$ cat config.mk
export PLATFORM = sky130hd
export DESIGN_NAME = mips_mem_arbiter
export DESIGN_NICKNAME = d
export VERILOG_FILES = /design/src/rtl/mips_mem_pkg.sv /design/src/rtl/mips_starve_ctr.sv /design/src/rtl/mips_mem_arbiter.sv
export SDC_FILE = /design/constraint.sdc
export NUM_CORES = 1
export LEC_CHECK = 0
export CAP_MARGIN = 40
export CORE_MARGIN = 1
export CORE_UTILIZATION = 40
export DETAILED_ROUTE_END_ITERATION = 12
export HOLD_SLACK_MARGIN = 0.06
export PLACE_DENSITY = 0.95
export SYNTH_ARGS = -nofsm -noshare
export SYNTH_HDL_FRONTEND = slang
export SYNTH_HIERARCHICAL = 1
export SYNTH_SLANG_ARGS = --single-unit
$ cat constraint.sdc
create_clock -name CLK -period 1.85 [get_ports CLK]
set_input_delay 0.2775 -clock CLK [delete_from_list [all_inputs] [get_ports CLK]]
set_output_delay 0.2775 -clock CLK [all_outputs]
set_load 0.1 [all_outputs]
$ cat src/rtl/mips_mem_pkg.sv
// Shared constants and port-select encoding for the MIPS unified memory arbiter.
package mips_mem_pkg;

  localparam int ADDR_W = 10;
  localparam int DATA_W = 32;

  typedef enum logic [1:0] {
    PORT_NONE = 2'd0,
    PORT_IF   = 2'd1,
    PORT_D_RD = 2'd2
  } port_sel_e;

  // Only reads need a return path; a granted store collapses to PORT_NONE.
  function automatic port_sel_e sel_of(logic if_g, logic d_g, logic d_we);
    if (if_g)             return PORT_IF;
    else if (d_g && !d_we) return PORT_D_RD;
    else                  return PORT_NONE;
  endfunction

endpackage

$ cat src/rtl/mips_starve_ctr.sv
// Saturating starvation counter for the fetch port; at_max_o flags that IF must win next.
module mips_starve_ctr
  import mips_mem_pkg::*;
#(
  parameter int MAX = 4
) (
  input  logic CLK,
  input  logic RST_N,
  input  logic inc_i,
  input  logic clr_i,
  output logic at_max_o
);

  localparam int W = (MAX < 1) ? 1 : $clog2(MAX + 1);

  logic [W-1:0] cnt_q, cnt_d;

  always_comb begin
    cnt_d = cnt_q;
    if (clr_i)                       cnt_d = '0;
    else if (inc_i && cnt_q != W'(MAX)) cnt_d = cnt_q + 1'b1;
  end

  always_ff @(posedge CLK or negedge RST_N) begin
    if (!RST_N) cnt_q <= '0;
    else        cnt_q <= cnt_d;
  end

  assign at_max_o = (cnt_q == W'(MAX));

endmodule

$ cat src/rtl/mips_mem_arbiter.sv
// Two-port (fetch / load-store) arbiter in front of a single-port synchronous memory.
// Define MEM_ARB_FAIR_EN to bound fetch starvation to STARVE_MAX denied cycles.
module mips_mem_arbiter
  import mips_mem_pkg::*;
#(
  parameter int ADDR_W     = mips_mem_pkg::ADDR_W,
  parameter int DATA_W     = mips_mem_pkg::DATA_W,
  parameter int STARVE_MAX = 4
) (
  input  logic              CLK,
  input  logic              RST_N,
  input  logic              if_req,
  input  logic [ADDR_W-1:0] if_addr,
  output logic              if_gnt,
  output logic              if_rvalid,
  output logic [DATA_W-1:0] if_rdata,
  input  logic              d_req,
  input  logic              d_we,
  input  logic [ADDR_W-1:0] d_addr,
  input  logic [DATA_W-1:0] d_wdata,
  output logic              d_gnt,
  output logic              d_rvalid,
  output logic [DATA_W-1:0] d_rdata,
  input  logic              halt,
  output logic              mem_en,
  output logic              mem_we,
  output logic [ADDR_W-1:0] mem_addr,
  output logic [DATA_W-1:0] mem_wdata,
  input  logic [DATA_W-1:0] mem_rdata
);

  logic force_if;

`ifdef MEM_ARB_FAIR_EN
  logic starve_at_max;

  mips_starve_ctr #(.MAX(STARVE_MAX)) u_starve (
    .CLK      (CLK),
    .RST_N    (RST_N),
    .inc_i    (if_req & ~if_gnt & ~halt),
    .clr_i    (if_gnt | ~if_req),
    .at_max_o (starve_at_max)
  );

  assign force_if = starve_at_max & if_req & ~halt;
`else
  logic unused_starve_max;
  assign unused_starve_max = (STARVE_MAX != 0);
  assign force_if          = 1'b0;
`endif

  port_sel_e          sel_q, sel_d;
  logic [DATA_W-1:0]  if_rdata_q, d_rdata_q;

  // Grants are combinational but held off while reset is asserted.
  always_comb begin
    d_gnt  = RST_N & d_req & ~force_if;
    if_gnt = RST_N & if_req & ~halt & (~d_req | force_if);
  end

  always_comb begin
    mem_en    = if_gnt | d_gnt;
    mem_we    = d_gnt & d_we;
    mem_addr  = '0;
    mem_wdata = '0;
    if (d_gnt) begin
      mem_addr  = d_addr;
      mem_wdata = d_wdata;
    end else if (if_gnt) begin
      mem_addr  = if_addr;
    end
  end

  assign sel_d = sel_of(if_gnt, d_gnt, d_we);

  always_ff @(posedge CLK or negedge RST_N) begin
    if (!RST_N) begin
      sel_q      <= PORT_NONE;
      if_rdata_q <= '0;
      d_rdata_q  <= '0;
    end else begin
      sel_q <= sel_d;
      if (sel_q == PORT_IF)   if_rdata_q <= mem_rdata;
      if (sel_q == PORT_D_RD) d_rdata_q  <= mem_rdata;
    end
  end

  // Read data passes straight through in the return cycle, then is held.
  assign if_rvalid = (sel_q == PORT_IF);
  assign d_rvalid  = (sel_q == PORT_D_RD);
  assign if_rdata  = if_rvalid ? mem_rdata : if_rdata_q;
  assign d_rdata   = d_rvalid  ? mem_rdata : d_rdata_q;

endmodule

# After elaboration in Yosys (flattened, before gate mapping)
# Index checks and enable logic that the tools add are counted.
# totals
regBits	66
latchBits	0
ram_bits	0
mem_bits_ro	0
input_bits	90
output_inout_bits	112
elab_cells	22
n_memories	0
# classes
n_addsub	0
multipliers	0
n_div	0
n_lt_le_gt_ge	0
n_eq_ne	2
n_shift	0
mux	7
n_bitwise	8
n_reduce_logical	2
# ops
op	count
$mux W32	3
$mux W10	2
$and A1 B1 Y1	5
$mux W2	2
$eq A2 B1 Y1 const B	1
$eq A2 B2 Y1 const B	1
$not A1 Y1	2
$logic_and A1 B1 Y1	1
$logic_not A1 Y1	1
$or A1 B1 Y1	1

# Depth between registers and ports, before layout
# depth
depth_word	5
depth_mapped	5
mapped_depth_nobuf	2

# Least setup slack after synthesis
# No wires, ideal clock.
# synth_timing
kind	input -> output
startpoint	input port d_req
endpoint	output port mem_addr[3]
t_arrival_ns	2.911
t_required_ns	1.572
setup_slack_ns	-1.338
cell_stages	5
n_path_buf	3
cell_sequence	buf_4 -> buf_6 -> buf_2 -> nand2_1 -> a21boi_0
# synth_via
elab_chain_cells	4
elab_cells_between_ends	5
cone_classes	mux (2); bitwise (3)
# synth_lines
element	line_no	source
start: declaration	mips_mem_arbiter.sv:17	input logic d_req,
$not A1 Y1	mips_mem_arbiter.sv:58	if_gnt = RST_N & if_req & ~halt & (~d_req | force_if);
$and A1 B1 Y1	mips_mem_arbiter.sv:58	
$mux W10	mips_mem_arbiter.sv:69	end else if (if_gnt) begin
$mux W10 (*)	mips_mem_arbiter.sv:66	if (d_gnt) begin
end: declaration	mips_mem_arbiter.sv:27	output logic [ADDR_W-1:0] mem_addr,
# Mark *: on every way between the ends. The rest lies on a longest branch, timed or not.

# Final worst setup path
# layout_timing
startpoint	register sel_q[0]
endpoint	output port d_rdata[29]
# layout_via
elab_chain_cells	2
# layout_lines
element	line_no	source
start: declaration	mips_mem_arbiter.sv:52	port_sel_e sel_q, sel_d;
start signal: assignment	mips_mem_arbiter.sv:82	sel_q <= sel_d;
$eq A2 B2 Y1	mips_mem_arbiter.sv:90	assign d_rvalid = (sel_q == PORT_D_RD);
$mux W32	mips_mem_arbiter.sv:92	assign d_rdata = d_rvalid ? mem_rdata : d_rdata_q;
end: declaration	mips_mem_arbiter.sv:23	output logic [DATA_W-1:0] d_rdata,
# No other way between the ends.

==> flow_summary_export.csv <==
group,metric,value,unit
status,run_status,"complete, but fails checks",
status,violations,"setup timing",
power,power.density,1250,nW/um2
flow_run,timing.max_cap.violations,0,
sta,drv_slew,0,
place,gpl.final_weighted_congestion,0.783,
setup_path,ff2ff_setup_slack,0.52,ns
setup_path,rr_worst_depth,3,
sta,minimum_clock_period,2.00,ns
synth,yosys.cell_types.count,19,
detailed_routing,routed-via-count,2754,
clock_network,clock_latency,0.34,ns
die,initial_core_util,0.415,
clock_network,numCtsBuffers,9,
setup_path,worst_setup_path_startpoint,"sel_q[0]",
synth,yosys_warnings,6,
power,power.ir.vdd_worst,0.000952,V
synth,postSynthNetCount,312,
synth,seq_area_frac_synth,0.512,
synth,synthesis.instances,222,
sta,fin_crit_sh,1.08,
clock_network,htree_levels,3,
layout,fin_util,0.884,
die,die_area,8420,um2
die,die_h,91.8,um
die,core.rowCount,32,
grt,antenna_violations_before_repair,1,
clock_network,clock_path_buffers,2,
grt,grt_max_degree,59,
clock_network,clock_tree.root_cell,"clkbuf_8",
power,leakage,3.18,nW
sta,clock-skew-final,0.00827,ns
die,die-width,91.8,um
place,hpwl,8.90,mm
clock_network,tritoncts,"done",
detailed_routing,drt-wirelength-per-cell,23.6,um
hold_path,hold_class,"input pin to async pin",
sta,slew-limit-headroom,0.523,
grt,groute.usage.overall,0.287,
layout,drive_above_1_share,0.508,
place,numPortBuffers,201,
clock_network,clkSinkCount,66,
synth,mappedNetlistArea,3220,um2
sta,timing.fmax,501,MHz
setup_path,timing.critical_path.to_type,"output port",
sta,final-hold-violation-count,0,
synth,synthesized_area_per_cell,14.5,um2
detailed_routing,avgViaCountPerCell,5.18,
setup_path,critical_path.endpoint,"d_rdata[29]",
detailed_routing,dr.pass1.iters,4,
setup_path,critical_path.max_fanout,17,
die,ioPinCount,202,
layout,final_nets,514,
setup_path,critical_path.startpoint_type,"flop",
setup_path,critical_path_class,"flop to output port",
sta,fin_ws,-0.146,ns
die,core_area,7770,um2
sta,setup_violators_final,64,
setup_path,timing.critical_path.required,1.57,ns
setup_path,critical_path_arrival,1.72,ns
grt,grt-ovfl-total,0,
synth,ys_seq_elements,66,
sta,summed_negative_setup_slack_over_all_endpoints,-7.02,ns
setup_path,r2r-start,"sel_q[0]",
grt,grt_pass1_wl,17.8,mm
layout,syn2layout_area_growth,113,%
detailed_routing,drt_wl_total,12.6,mm
layout,layout.filler_cells,307,
grt,grt_pass1_vias,3068,
sta,tightestPinTransition,0.716,ns
detailed_routing,drtIter0Drc,104,
clock_network,cts.clk_slew.worst_paths,0.08,ns
setup_path,r2r-end,"d_rdata_q[29]",
detailed_routing,ant_nets,0,
sta,grt_setup_unrepaired,"true",
power,total_power,8.62,mW
detailed_routing,drcViolationCount,0,
[timing repair]
item                                    4_1_cts  5_1_grt
hold buffers                                  1        0
pin swaps                                     0        1
cloned                                        0        2
hold endpoints to repair                      8        0
endpoints found under the setup margin       66       72
resized for setup                             6        5
setup buffers                                 1        0
[power breakdown]
part	leakage, nW	total (mW)	switching (mW)	internal, mW
Sequential	0.779	1.86	0.117	1.75
Combinational	2.29	5.39	3.39	2.00
Clock	0.114	1.36	0.593	0.770
Total	3.18	8.62	4.10	4.52
[layout make-up]
cell class	count	area, um2	share of cell area
Sequential cell	66	1650	0.240
Multi-Input combinational cell	134	1560	0.226
Timing Repair Buffer	212	3300	0.481
Tap cell	102	128	0.0186
Antenna cell	1	2.50	0.000364
Clock buffer	9	124	0.0180
Clock inverter	7	100	0.0146
Inverter	1	3.75	0.000547
[synthesized netlist by cell type]
| library cell | n | area (um2) |
|---|---|---|
| a21boi_0 | 5 | 37.5 |
| a21boi_1 | 5 | 37.5 |
| and2_1 | 1 | 6.26 |
| and3_1 | 33 | 206 |
| and3b_1 | 1 | 8.76 |
| buf_2 | 3 | 15.0 |
| buf_4 | 2 | 15.0 |
| buf_6 | 8 | 90.1 |
| clkbuf_1 | 7 | 26.3 |
| clkbuf_2 | 1 | 5.00 |
| dfrtp_1 | 66 | 1650 |
| inv_1 | 1 | 3.75 |
| mux2_2 | 6 | 67.6 |
| mux2_4 | 58 | 871 |
| nand2_1 | 10 | 37.5 |
| nand2b_1 | 1 | 6.26 |
| nand4bb_1 | 10 | 113 |
| nor2b_1 | 3 | 18.8 |
| o21a_1 | 1 | 7.51 |
[cell usage in the layout, fill, tap and decap left out, types with 2 or more instances in the layout]
cell type	count
nor2b_1	2
nand4bb_4	3
dfrtp_1	66
mux2_4	61
buf_4	3
and3_1	33
buf_12	117
mux2_2	3
clkinv_4	2
inv_6	2
a21boi_4	4
a21boi_2	6
dlymetal6s2s_1	2
bufinv_16	2
nand4bb_1	7
clkdlybuf4s50_1	85
nand2_1	10
clkbuf_8	9
[flip-flops by register name (all words and copies together) (netlist names)]
register	count
d_rdata_q	32
if_rdata_q	32
sel_q	2
[routing by layer]
metal / track usage / share of wire / up-vias
li1: - / - / 1192
met2: 0.505 / 0.54 / 166
met5: 0 / 0 / -
met3: 0.0929 / 0.067 / 35
met4: 0.185 / 0.052 / 0
met1: 0.291 / 0.34 / 1361
[critical path, stage by stage, from the launching register on]
cell,delay (ns)
dfrtp_1,0.43
nor2b_4,0.21
buf_12,0.21
mux2_4,0.35
buf_12,0.17
[cell families (layout without fill, tap and decap cells)]
| kind of cell | after synthesis | count (layout) | synth area share |
|---|---|---|---|
| and+or+nand+nor | 59 | 59 | 0.123 |
| DFF | 66 | 66 | 0.512 |
| AOI/OAI and AO/OA | 11 | 11 | 0.0256 |
| buffers and inverters | 22 | 229 | 0.0481 |
| muxes | 64 | 64 | 0.291 |
| other | 0 | 1 | 0 |
[metrics by stage]
stage	cells	hold slack (ns)	setup WS (ns)	instance area (um2)
2_1_floorplan	222	-0.0181	-0.0182	3290
3_3_place_gp	511	0.241	0.0495	6520
3_5_place_dp	511	0.255	-0.00902	6520
4_1_cts	529	0.437	-0.117	6810
5_1_grt	532	0.514	-0.188	6870
6_report	532	0.427	-0.146	6870
[how the worst min path moves through the flow]
stage | end | startpoint | slack, ns
floorplan | d_rdata_q[0] | RST_N | -0.02
detailed placement | if_rdata_q[8] | RST_N | 0.25
finish | if_rdata_q[13] | RST_N | 0.43
global route | sel_q[1] | d_we | 0.51
global placement | if_rdata_q[8] | RST_N | 0.24
CTS | d_rdata_q[14] | RST_N | 0.44
Note: power is estimated with default switching activity, not from simulation.
